==> config.mk <==
export PLATFORM = sky130hd
export DESIGN_NAME = wallace_mul_arbiter_flat
export DESIGN_NICKNAME = d
export VERILOG_FILES = /design/src/rtl/wallace_mul_arbiter_if.sv /design/src/rtl/wallace_mul_arbiter.sv /design/src/flat_wrapper.sv
export SDC_FILE = /design/constraint.sdc
export NUM_CORES = 1
export LEC_CHECK = 0
export ABC_AREA = 1
export BUFFER_PORTS_ARGS = -buffer_cell sky130_fd_sc_hd__buf_2
export CELL_PAD_IN_SITES_DETAIL_PLACEMENT = 0
export CELL_PAD_IN_SITES_GLOBAL_PLACEMENT = 2
export CORE_MARGIN = 8
export CORE_UTILIZATION = 22
export CTS_CLUSTER_SIZE = 12
export DETAILED_ROUTE_END_ITERATION = 12
export PLACE_DENSITY = 0.86
export SYNTH_ARGS = -nofsm -noshare
export SYNTH_HDL_FRONTEND = slang
export SYNTH_SLANG_ARGS = --single-unit
==> constraint.sdc <==
create_clock -name clk -period 2.28 [get_ports clk]
set_input_delay 0.114 -clock clk [delete_from_list [all_inputs] [get_ports clk]]
set_output_delay 0.114 -clock clk [all_outputs]
set_load 0.1 [all_outputs]
==> src/rtl/wallace_mul_arbiter_if.sv <==
// ---------------------------------------------------------------------------
// wallace_mul_arbiter_if
// Bundles the signals between the requesters, the arbiter and the shared
// Wallace multiplier.
//   req_valid/req_a/req_b/req_ready : per-requester operand handshake
//   hold                            : blocks new grants
//   mul_a/mul_b/mul_p               : multiplier operands and product
//   rsp_valid/rsp_id/rsp_p          : tagged product response
//   idle                            : nothing in flight, no response pending
// Modports: slave = arbiter side, master = requester/multiplier side.
// ---------------------------------------------------------------------------
interface wallace_mul_arbiter_if #(
   parameter int NREQ  = 4,
   parameter int WIDTH = 33,
   parameter int IDW   = 2
);
   logic [NREQ-1:0]       req_valid;
   logic [NREQ*WIDTH-1:0] req_a;
   logic [NREQ*WIDTH-1:0] req_b;
   logic [NREQ-1:0]       req_ready;
   logic                  hold;
   logic [WIDTH-1:0]      mul_a;
   logic [WIDTH-1:0]      mul_b;
   logic [2*WIDTH-2:0]    mul_p;
   logic                  rsp_valid;
   logic [IDW-1:0]        rsp_id;
   logic [2*WIDTH-2:0]    rsp_p;
   logic                  idle;

   modport slave (
      input  req_valid, req_a, req_b, hold, mul_p,
      output req_ready, mul_a, mul_b, rsp_valid, rsp_id, rsp_p, idle
   );

   modport master (
      output req_valid, req_a, req_b, hold, mul_p,
      input  req_ready, mul_a, mul_b, rsp_valid, rsp_id, rsp_p, idle
   );
endinterface

==> src/rtl/wallace_mul_arbiter.sv <==
// ---------------------------------------------------------------------------
// wallace_mul_arbiter
// Round-robin arbiter and issue sequencer sharing one pipelined signed
// Wallace multiplier among NREQ requesters. One operand pair is accepted per
// cycle, registered onto mul_a/mul_b, and its requester ID rides a tag
// pipeline matching the multiplier latency so the product returns tagged.
// Ports:
//   clk  : clock, rising edge
//   rst  : asynchronous active-low reset
//   bus  : wallace_mul_arbiter_if.slave (handshake, multiplier, response)
// ---------------------------------------------------------------------------
module wallace_mul_arbiter #(
   parameter int NREQ  = 4,
   parameter int WIDTH = 33,
   parameter int LAT   = 3,
   parameter int IDW   = 2
) (
   input  logic                  clk,
   input  logic                  rst,
   wallace_mul_arbiter_if.slave  bus
);

   localparam int PW = 2*WIDTH-1;

   logic [IDW-1:0]   ptr;
   logic [NREQ-1:0]  grant;
   logic [IDW-1:0]   grant_id;
   logic             found;
   logic [IDW:0]     cand;
   logic             accept;
   logic [WIDTH-1:0] sel_a;
   logic [WIDTH-1:0] sel_b;

   logic [WIDTH-1:0] mul_a_q;
   logic [WIDTH-1:0] mul_b_q;
   logic [LAT:0]     tag_v;
   logic [IDW-1:0]   tag_id [0:LAT];
   logic             rsp_valid_q;
   logic [IDW-1:0]   rsp_id_q;
   logic [PW-1:0]    rsp_p_q;

   // Scan from ptr+1 upward with wrap; the sum never exceeds 2*NREQ-1 so a
   // single conditional subtract implements the modulo.
   always_comb begin
      found    = 1'b0;
      grant_id = '0;
      cand     = '0;
      for (int off = 1; off <= NREQ; off++) begin
         cand = {1'b0, ptr} + (IDW+1)'(off);
         if (cand >= (IDW+1)'(NREQ)) begin
            cand = cand - (IDW+1)'(NREQ);
         end
         if (!found && bus.req_valid[cand[IDW-1:0]]) begin
            found    = 1'b1;
            grant_id = cand[IDW-1:0];
         end
      end
   end

   // Grant is suppressed while hold is high or reset is asserted.
   always_comb begin
      grant = '0;
      if (found && !bus.hold && rst) begin
         grant = NREQ'(1) << grant_id;
      end
   end

   assign accept = |grant;

   // One-hot operand mux driven by the grant vector.
   always_comb begin
      sel_a = '0;
      sel_b = '0;
      for (int k = 0; k < NREQ; k++) begin
         if (grant[k]) begin
            sel_a = sel_a | bus.req_a[k*WIDTH +: WIDTH];
            sel_b = sel_b | bus.req_b[k*WIDTH +: WIDTH];
         end
      end
   end

   // Operand registers and round-robin pointer update on accept.
   always_ff @(posedge clk or negedge rst) begin
      if (!rst) begin
         ptr     <= IDW'(NREQ-1);
         mul_a_q <= '0;
         mul_b_q <= '0;
      end else if (accept) begin
         ptr     <= grant_id;
         mul_a_q <= sel_a;
         mul_b_q <= sel_b;
      end
   end

   // Tag pipeline: never stalls because the multiplier cannot be
   // back-pressured. Stage 0 id is a don't-care when no accept occurs.
   always_ff @(posedge clk or negedge rst) begin
      if (!rst) begin
         tag_v <= '0;
         for (int s = 0; s <= LAT; s++) begin
            tag_id[s] <= '0;
         end
      end else begin
         tag_v     <= {tag_v[LAT-1:0], accept};
         tag_id[0] <= grant_id;
         for (int s = 1; s <= LAT; s++) begin
            tag_id[s] <= tag_id[s-1];
         end
      end
   end

   // Response register; the product is captured only for a valid tag.
   always_ff @(posedge clk or negedge rst) begin
      if (!rst) begin
         rsp_valid_q <= 1'b0;
         rsp_id_q    <= '0;
         rsp_p_q     <= '0;
      end else begin
         rsp_valid_q <= tag_v[LAT];
         rsp_id_q    <= tag_id[LAT];
         if (tag_v[LAT]) begin
            rsp_p_q <= bus.mul_p;
         end
      end
   end

   assign bus.req_ready = grant;
   assign bus.mul_a     = mul_a_q;
   assign bus.mul_b     = mul_b_q;
   assign bus.rsp_valid = rsp_valid_q;
   assign bus.rsp_id    = rsp_id_q;
   assign bus.rsp_p     = rsp_p_q;
   assign bus.idle      = ~(|tag_v | rsp_valid_q);

endmodule

==> src/flat_wrapper.sv <==
// flat-port wrapper written by rule: the top's interface ports become plain ports
module wallace_mul_arbiter_flat 
#(
   parameter int NREQ  = 4,
   parameter int WIDTH = 33,
   parameter int LAT   = 3,
   parameter int IDW   = 2
)
  (clk, rst, bus_req_valid, bus_req_a, bus_req_b, bus_hold, bus_mul_p, bus_req_ready, bus_mul_a, bus_mul_b, bus_rsp_valid, bus_rsp_id, bus_rsp_p, bus_idle);
  wallace_mul_arbiter_if #(.NREQ(NREQ), .WIDTH(WIDTH), .IDW(IDW)) bus_i ();
  input  logic clk;
  input  logic rst;
  input wire logic [$bits(bus_i.req_valid)-1:0] bus_req_valid;
  input wire logic [$bits(bus_i.req_a)-1:0] bus_req_a;
  input wire logic [$bits(bus_i.req_b)-1:0] bus_req_b;
  input wire logic [$bits(bus_i.hold)-1:0] bus_hold;
  input wire logic [$bits(bus_i.mul_p)-1:0] bus_mul_p;
  output wire logic [$bits(bus_i.req_ready)-1:0] bus_req_ready;
  output wire logic [$bits(bus_i.mul_a)-1:0] bus_mul_a;
  output wire logic [$bits(bus_i.mul_b)-1:0] bus_mul_b;
  output wire logic [$bits(bus_i.rsp_valid)-1:0] bus_rsp_valid;
  output wire logic [$bits(bus_i.rsp_id)-1:0] bus_rsp_id;
  output wire logic [$bits(bus_i.rsp_p)-1:0] bus_rsp_p;
  output wire logic [$bits(bus_i.idle)-1:0] bus_idle;
  assign bus_i.req_valid = bus_req_valid;
  assign bus_i.req_a = bus_req_a;
  assign bus_i.req_b = bus_req_b;
  assign bus_i.hold = bus_hold;
  assign bus_i.mul_p = bus_mul_p;
  assign bus_req_ready = bus_i.req_ready;
  assign bus_mul_a = bus_i.mul_a;
  assign bus_mul_b = bus_i.mul_b;
  assign bus_rsp_valid = bus_i.rsp_valid;
  assign bus_rsp_id = bus_i.rsp_id;
  assign bus_rsp_p = bus_i.rsp_p;
  assign bus_idle = bus_i.idle;
  wallace_mul_arbiter #(.NREQ(NREQ), .WIDTH(WIDTH), .LAT(LAT), .IDW(IDW)) u_core (.clk(clk), .rst(rst), .bus(bus_i));
endmodule
### Word level (Yosys, flattened, before mapping)

Index checks and enable logic that the tools add are counted.

* register bits after elaboration: 148
* bits in latches: 0
* memory bits (writable): 0
* memory bits (read-only): 0
* input port bits: 336
* output and inout port bits: 139
* logic and storage cells: 76
* memories kept: 0

* $add $sub $neg: 8
* multiply operators: 0
* div/mod/pow operators: 0
* magnitude comparators: 8
* eq/ne operators: 0
* shift-type cells: 1
* mux-type cells: 29
* bitwise operators: 8
* reductions and logical operators: 11

Operators by type and width (number)
* $mux 33: 8
* $or 33x33->33: 6
* $mux 2: 8
* $ge 3x3->1 const B: 4
* $lt 2x3->1 const B: 4
* $bmux 1 s2: 4
* $mux 1: 8
* $reduce_or 4->1: 2
* $sub 2x1->2 const B: 4
* $add 2x2->3 const B: 2
* $logic_and 1x1->1: 5
* $logic_not 1->1: 4
* $mux 4: 1
* $shl 1x2->4 const A: 1
* $add 2x1->3 const B: 1
* $add 2x3->3 const B: 1
* $not 1->1: 1
* $or 1x1->1: 1

### Depth between registers and ports, before layout

* word-level depth: 25
* gate-level depth with buffers: 17
* depth with buffers taken out: 14

### Worst setup path after synthesis

Ideal clock, no wire load.

* path kind: flip-flop to output port
* start point: register u_core.rsp_valid_q, in the netlist u_core.bus.rsp_valid
* end point: output port bus_idle
* data arrival time: 3.193 ns
* data required time: 2.166 ns
* setup slack: -1.027 ns
* cell stages (with the launch flop): 3
* path buffers: 0
* cells stage by stage: dfrtp_1 nor3_1 nor3b_1

* cells in the longest elaborated chain, start to end: 2

RTL lines
* start, declared: RTL line wallace_mul_arbiter.sv:38 `logic rsp_valid_q;`
* start signal, assigned: RTL line wallace_mul_arbiter.sv:119 `rsp_valid_q <= tag_v[LAT];`
* $or 1x1->1: RTL line wallace_mul_arbiter.sv:133 `assign bus.idle = ~(|tag_v | rsp_valid_q);`
* $not 1->1: RTL line wallace_mul_arbiter.sv:133
* end, declared: RTL line flat_wrapper.sv:24 `output wire logic [$bits(bus_i.idle)-1:0] bus_idle;`

Every way passes these cells.

### Worst setup path after layout

* start point: register u_core.ptr[0]
* end point: output port bus_req_ready[2]

* cells in the longest elaborated chain, start to end: 18
* elaborated cells between the ends (all ways): 42
* those cells by class: add/sub (8); order compare (4); shift (1); mux (21); reduce/logical (8)

RTL lines
* start, declared: RTL line wallace_mul_arbiter.sv:25 `logic [IDW-1:0] ptr;`
* start signal, assigned: RTL line wallace_mul_arbiter.sv:85 `ptr <= IDW'(NREQ-1);`
* start signal, assigned: RTL line wallace_mul_arbiter.sv:89 `ptr <= grant_id;`
* $add 2x1->3: RTL line wallace_mul_arbiter.sv:49 `cand = {1'b0, ptr} + (IDW+1)'(off);`
* $ge 3x3->1 or $sub 2x1->2 (tied branches): RTL line wallace_mul_arbiter.sv:50, wallace_mul_arbiter.sv:51
* $mux 2: RTL line wallace_mul_arbiter.sv:50 `if (cand >= (IDW+1)'(NREQ)) begin`
* $bmux 1 s2: RTL line wallace_mul_arbiter.sv:53 `if (!found && bus.req_valid[cand[IDW-1:0]]) begin`
* $mux 1 (implied by the code): RTL line wallace_mul_arbiter.sv:53
* $mux 1: RTL line wallace_mul_arbiter.sv:53
* $logic_not 1->1: RTL line wallace_mul_arbiter.sv:53
* $logic_and 1x1->1: RTL line wallace_mul_arbiter.sv:53
* $mux 1: RTL line wallace_mul_arbiter.sv:53
* $logic_not 1->1: RTL line wallace_mul_arbiter.sv:53
* $logic_and 1x1->1: RTL line wallace_mul_arbiter.sv:53
* $mux 1: RTL line wallace_mul_arbiter.sv:53
* $logic_not 1->1: RTL line wallace_mul_arbiter.sv:53
* $logic_and 1x1->1: RTL line wallace_mul_arbiter.sv:53
* $mux 1: RTL line wallace_mul_arbiter.sv:53
* $logic_and 1x1->1 (2 in a row): RTL line wallace_mul_arbiter.sv:63 `if (found && !bus.hold && rst) begin`
* $mux 4 *: RTL line wallace_mul_arbiter.sv:63
* end, declared: RTL line flat_wrapper.sv:18 `output wire logic [$bits(bus_i.req_ready)-1:0] bus_req_ready;`

Mark *: on every way between the ends. The rest lies on a longest branch, timed or not. The select of a mux whose other input is x is not followed.

==> flow_summary.ini <==
[setup_path]
startpoint_type = flop
reg2reg_to = u_core.bus.mul_b[3]
reg2reg_slack_ps = -150
reg2reg_from = u_core.ptr[0]
critical_path_class = flop to output port
endpoint_kind = output port
critical_path_required_ps = 2170
r2r.worst_path.cells = 16
worstPathArrival_ps = 2400
crit_fanout = 9

[global_route]
grt_use_total = 0.1830
grt_max_degree = 149
gr-usage-met3 = 0.05850
use_met2 = 0.3151
gr-usage-met1 = 0.2030
antenna_found_initial = 2
busiest_layer = met2
grt_pass1_wl_um = 59010
grt_remaining_overflow = 0
grt_pass1_vias = 10310

[clock_tree]
insertion_delay_ps = 430
root_buffer = clkbuf_16
h-tree-depth = 4
numClockSinks = 148
cts_tree = built
clk_path_buf_depth = 2
cts_buffers = 17
clkTransAtPathRegs_ps = 60

[floorplan]
initial_core_util = 0.2229
core_area_um2 = 34540
die-area_um2 = 41250
pin_count = 475
die_y_um = 203.1
placementRows = 68
die_w_um = 203.1

[worst_hold_path]
holdPathEnd = u_core.bus.mul_b[4]
holdCritStartpoint = bus_req_b[4]
hold_path.class = input pin to flop
worstHoldPathCells = 5

[route]
antenna_left = 0
vias_per_cell = 4.445
drc = 0
first_iter_violations = 424
wl_per_cell_um = 18.59
route.final.wire_length_um = 39730
vias = 9498
drtPass1Iterations = 6

[flow_run]
maxCapViolCount = 0

[logic_synthesis]
synth_warnings = 0
syn-instance-count = 946
ys_ff_latch = 148
synth_nets = 1282
syn-mean-instance-area_um2 = 8.141
syn_area_um2 = 7701
yosysUniqueCellTypes = 26
seq_area_frac_synth = 0.4812

[placement]
globalplace.congestion = 0.7970
io_buffer_count = 474
dp_hpwl_um = 26910

[timing]
hold_viol = 0
fin_crit_sh = 1.103
grt_setup_unrepaired = true
slew_viol_final = 0
maxSlewHeadroom = 0.4204
setup_slack_ps = -234.5
finalSetupViolCount = 69
fin_skew_ps = 8.202
setup_tns_ps = -3688
timing.hold.ws_ps = 27.31
worstMarginPinSlew_ps = 869.3
fmax_mhz = 397.7
fin_crit_ps = 2515

[cells_and_area]
fillers = 3395
drive_gt1_frac = 0.4051
multi_input_area_um2 = 3470
final_core_util = 0.4120
layout_common_cells = 469 x buf_2, 229 x dlygate4sd3_1, 212 x nand2_1, 145 x dfrtp_1, 134 x nand3_1
final_common_cell = buf_2
seqCellArea_um2 = 3707
fin_nets = 2005
synthToLayoutAreaGrowth_pct = 84.79

[status]
violations = negative setup slack
outcome = complete, but fails checks
cells in the mapped netlist (all sizes together):
| library cell | count | area share |
|---|---|---|
| nand2 | 235 | 0.12 |
| dfrtp | 146 | 0.47 |
| nand3 | 140 | 0.092 |
| nor2 | 139 | 0.070 |
| inv | 81 | 0.040 |
| nand4 | 68 | 0.055 |
| mux2 | 65 | 0.095 |
| buf | 40 | 0.033 |
| clkbuf | 23 | 0.011 |
| dfstp | 2 | 0.0068 |
| o21ai | 2 | 0.0013 |
| a21boi | 1 | 0.00098 |
| a21oi | 1 | 0.00065 |
| clkinv | 1 | 0.00049 |
| nor3 | 1 | 0.00065 |
| nor3b | 1 | 0.00098 |
final cells by class:
type                       count  share of cell area
antenna                        1           0.0001758
multi-input combinational    653              0.2438
clock buffer                  19             0.03042
timing repair buffer         767              0.3929
inverter                      82             0.02286
tap                          455             0.04000
clock inverter                12            0.009320
sequential                   148              0.2605
metal layers:
| layer | part of all wire | wire length [µm] |
|---|---|---|
| met5 | 0.00055 | 22 |
| met4 | 0.044 | 1729 |
| met3 | 0.074 | 2922 |
| met2 | 0.49 | 19360 |
| met1 | 0.40 | 15700 |
through the flow:
| step | area [µm²] | setup slack (ps) | instances |
|---|---|---|---|
| 3_5_place_dp | 10850 | -53.79 | 1845 |
| 4_1_cts | 14050 | -261.3 | 2128 |
| 6_report | 14230 | -234.5 | 2137 |
| 2_1_floorplan | 7724 | -23.04 | 946 |
| 3_3_place_gp | 10850 | -12.08 | 1845 |
| 5_1_grt | 14230 | -392.8 | 2136 |
worst max-delay path by stage:
stage / slack [ps] / depth (start not counted) / from / endpoint
after floorplan: -20 / 2 / u_core.bus.rsp_valid / bus_idle
after global placement: -10 / 15 / u_core.ptr[0] / u_core.bus.mul_b[10]
after detailed placement: -50 / 13 / u_core.ptr[0] / bus_req_ready[3]
after CTS: -260 / 14 / u_core.ptr[0] / bus_req_ready[1]
after global routing: -390 / 14 / u_core.ptr[0] / bus_req_ready[1]
final: -230 / 13 / u_core.ptr[0] / bus_req_ready[2]
critical path: stages (launching register included):
cell and delay (ps):
dfstp_2 590, inv_4 80, nand2_1 80, nand2_2 80, nand2_2 90, nand2_4 60, nor2_4 110, nand4_1 150
nand2_4 130, buf_6 130, nand3_4 90, buf_12 150, clkinvlp_4 70, buf_12 170
cells by family (layout without fill, tap and decap cells):
| family | after synthesis | in the layout | synth area share |
|---|---|---|---|
| compound gates | 4 | 4 | 0.002924 |
| buf+inv | 145 | 880 | 0.08481 |
| flops | 148 | 148 | 0.4812 |
| mux | 65 | 65 | 0.09504 |
| other cells | 0 | 1 | 0 |
| simple gates | 584 | 584 | 0.3360 |
sequential cells by signal, summed over array words and instances (netlist names):
signal	flops
u_core.bus.rsp_p	65
u_core.bus.mul_a	33
u_core.bus.mul_b	33
u_core.tag_id	8
u_core.tag_v	4
u_core.bus.rsp_id	2
u_core.ptr	2
u_core.bus.rsp_valid	1
timing repair:
item                                    4_1_cts  5_1_grt
pin swaps                                    14       12
resized for setup                            29       19
hold buffers                                229        0
endpoints found under the hold margin       277        0
cloned                                        3        4
setup buffers                                20        4
endpoints found under the setup margin        7       70
Power is not shown: default switching activity piles up to over one toggle a cycle in this logic, so the estimate is an artifact.
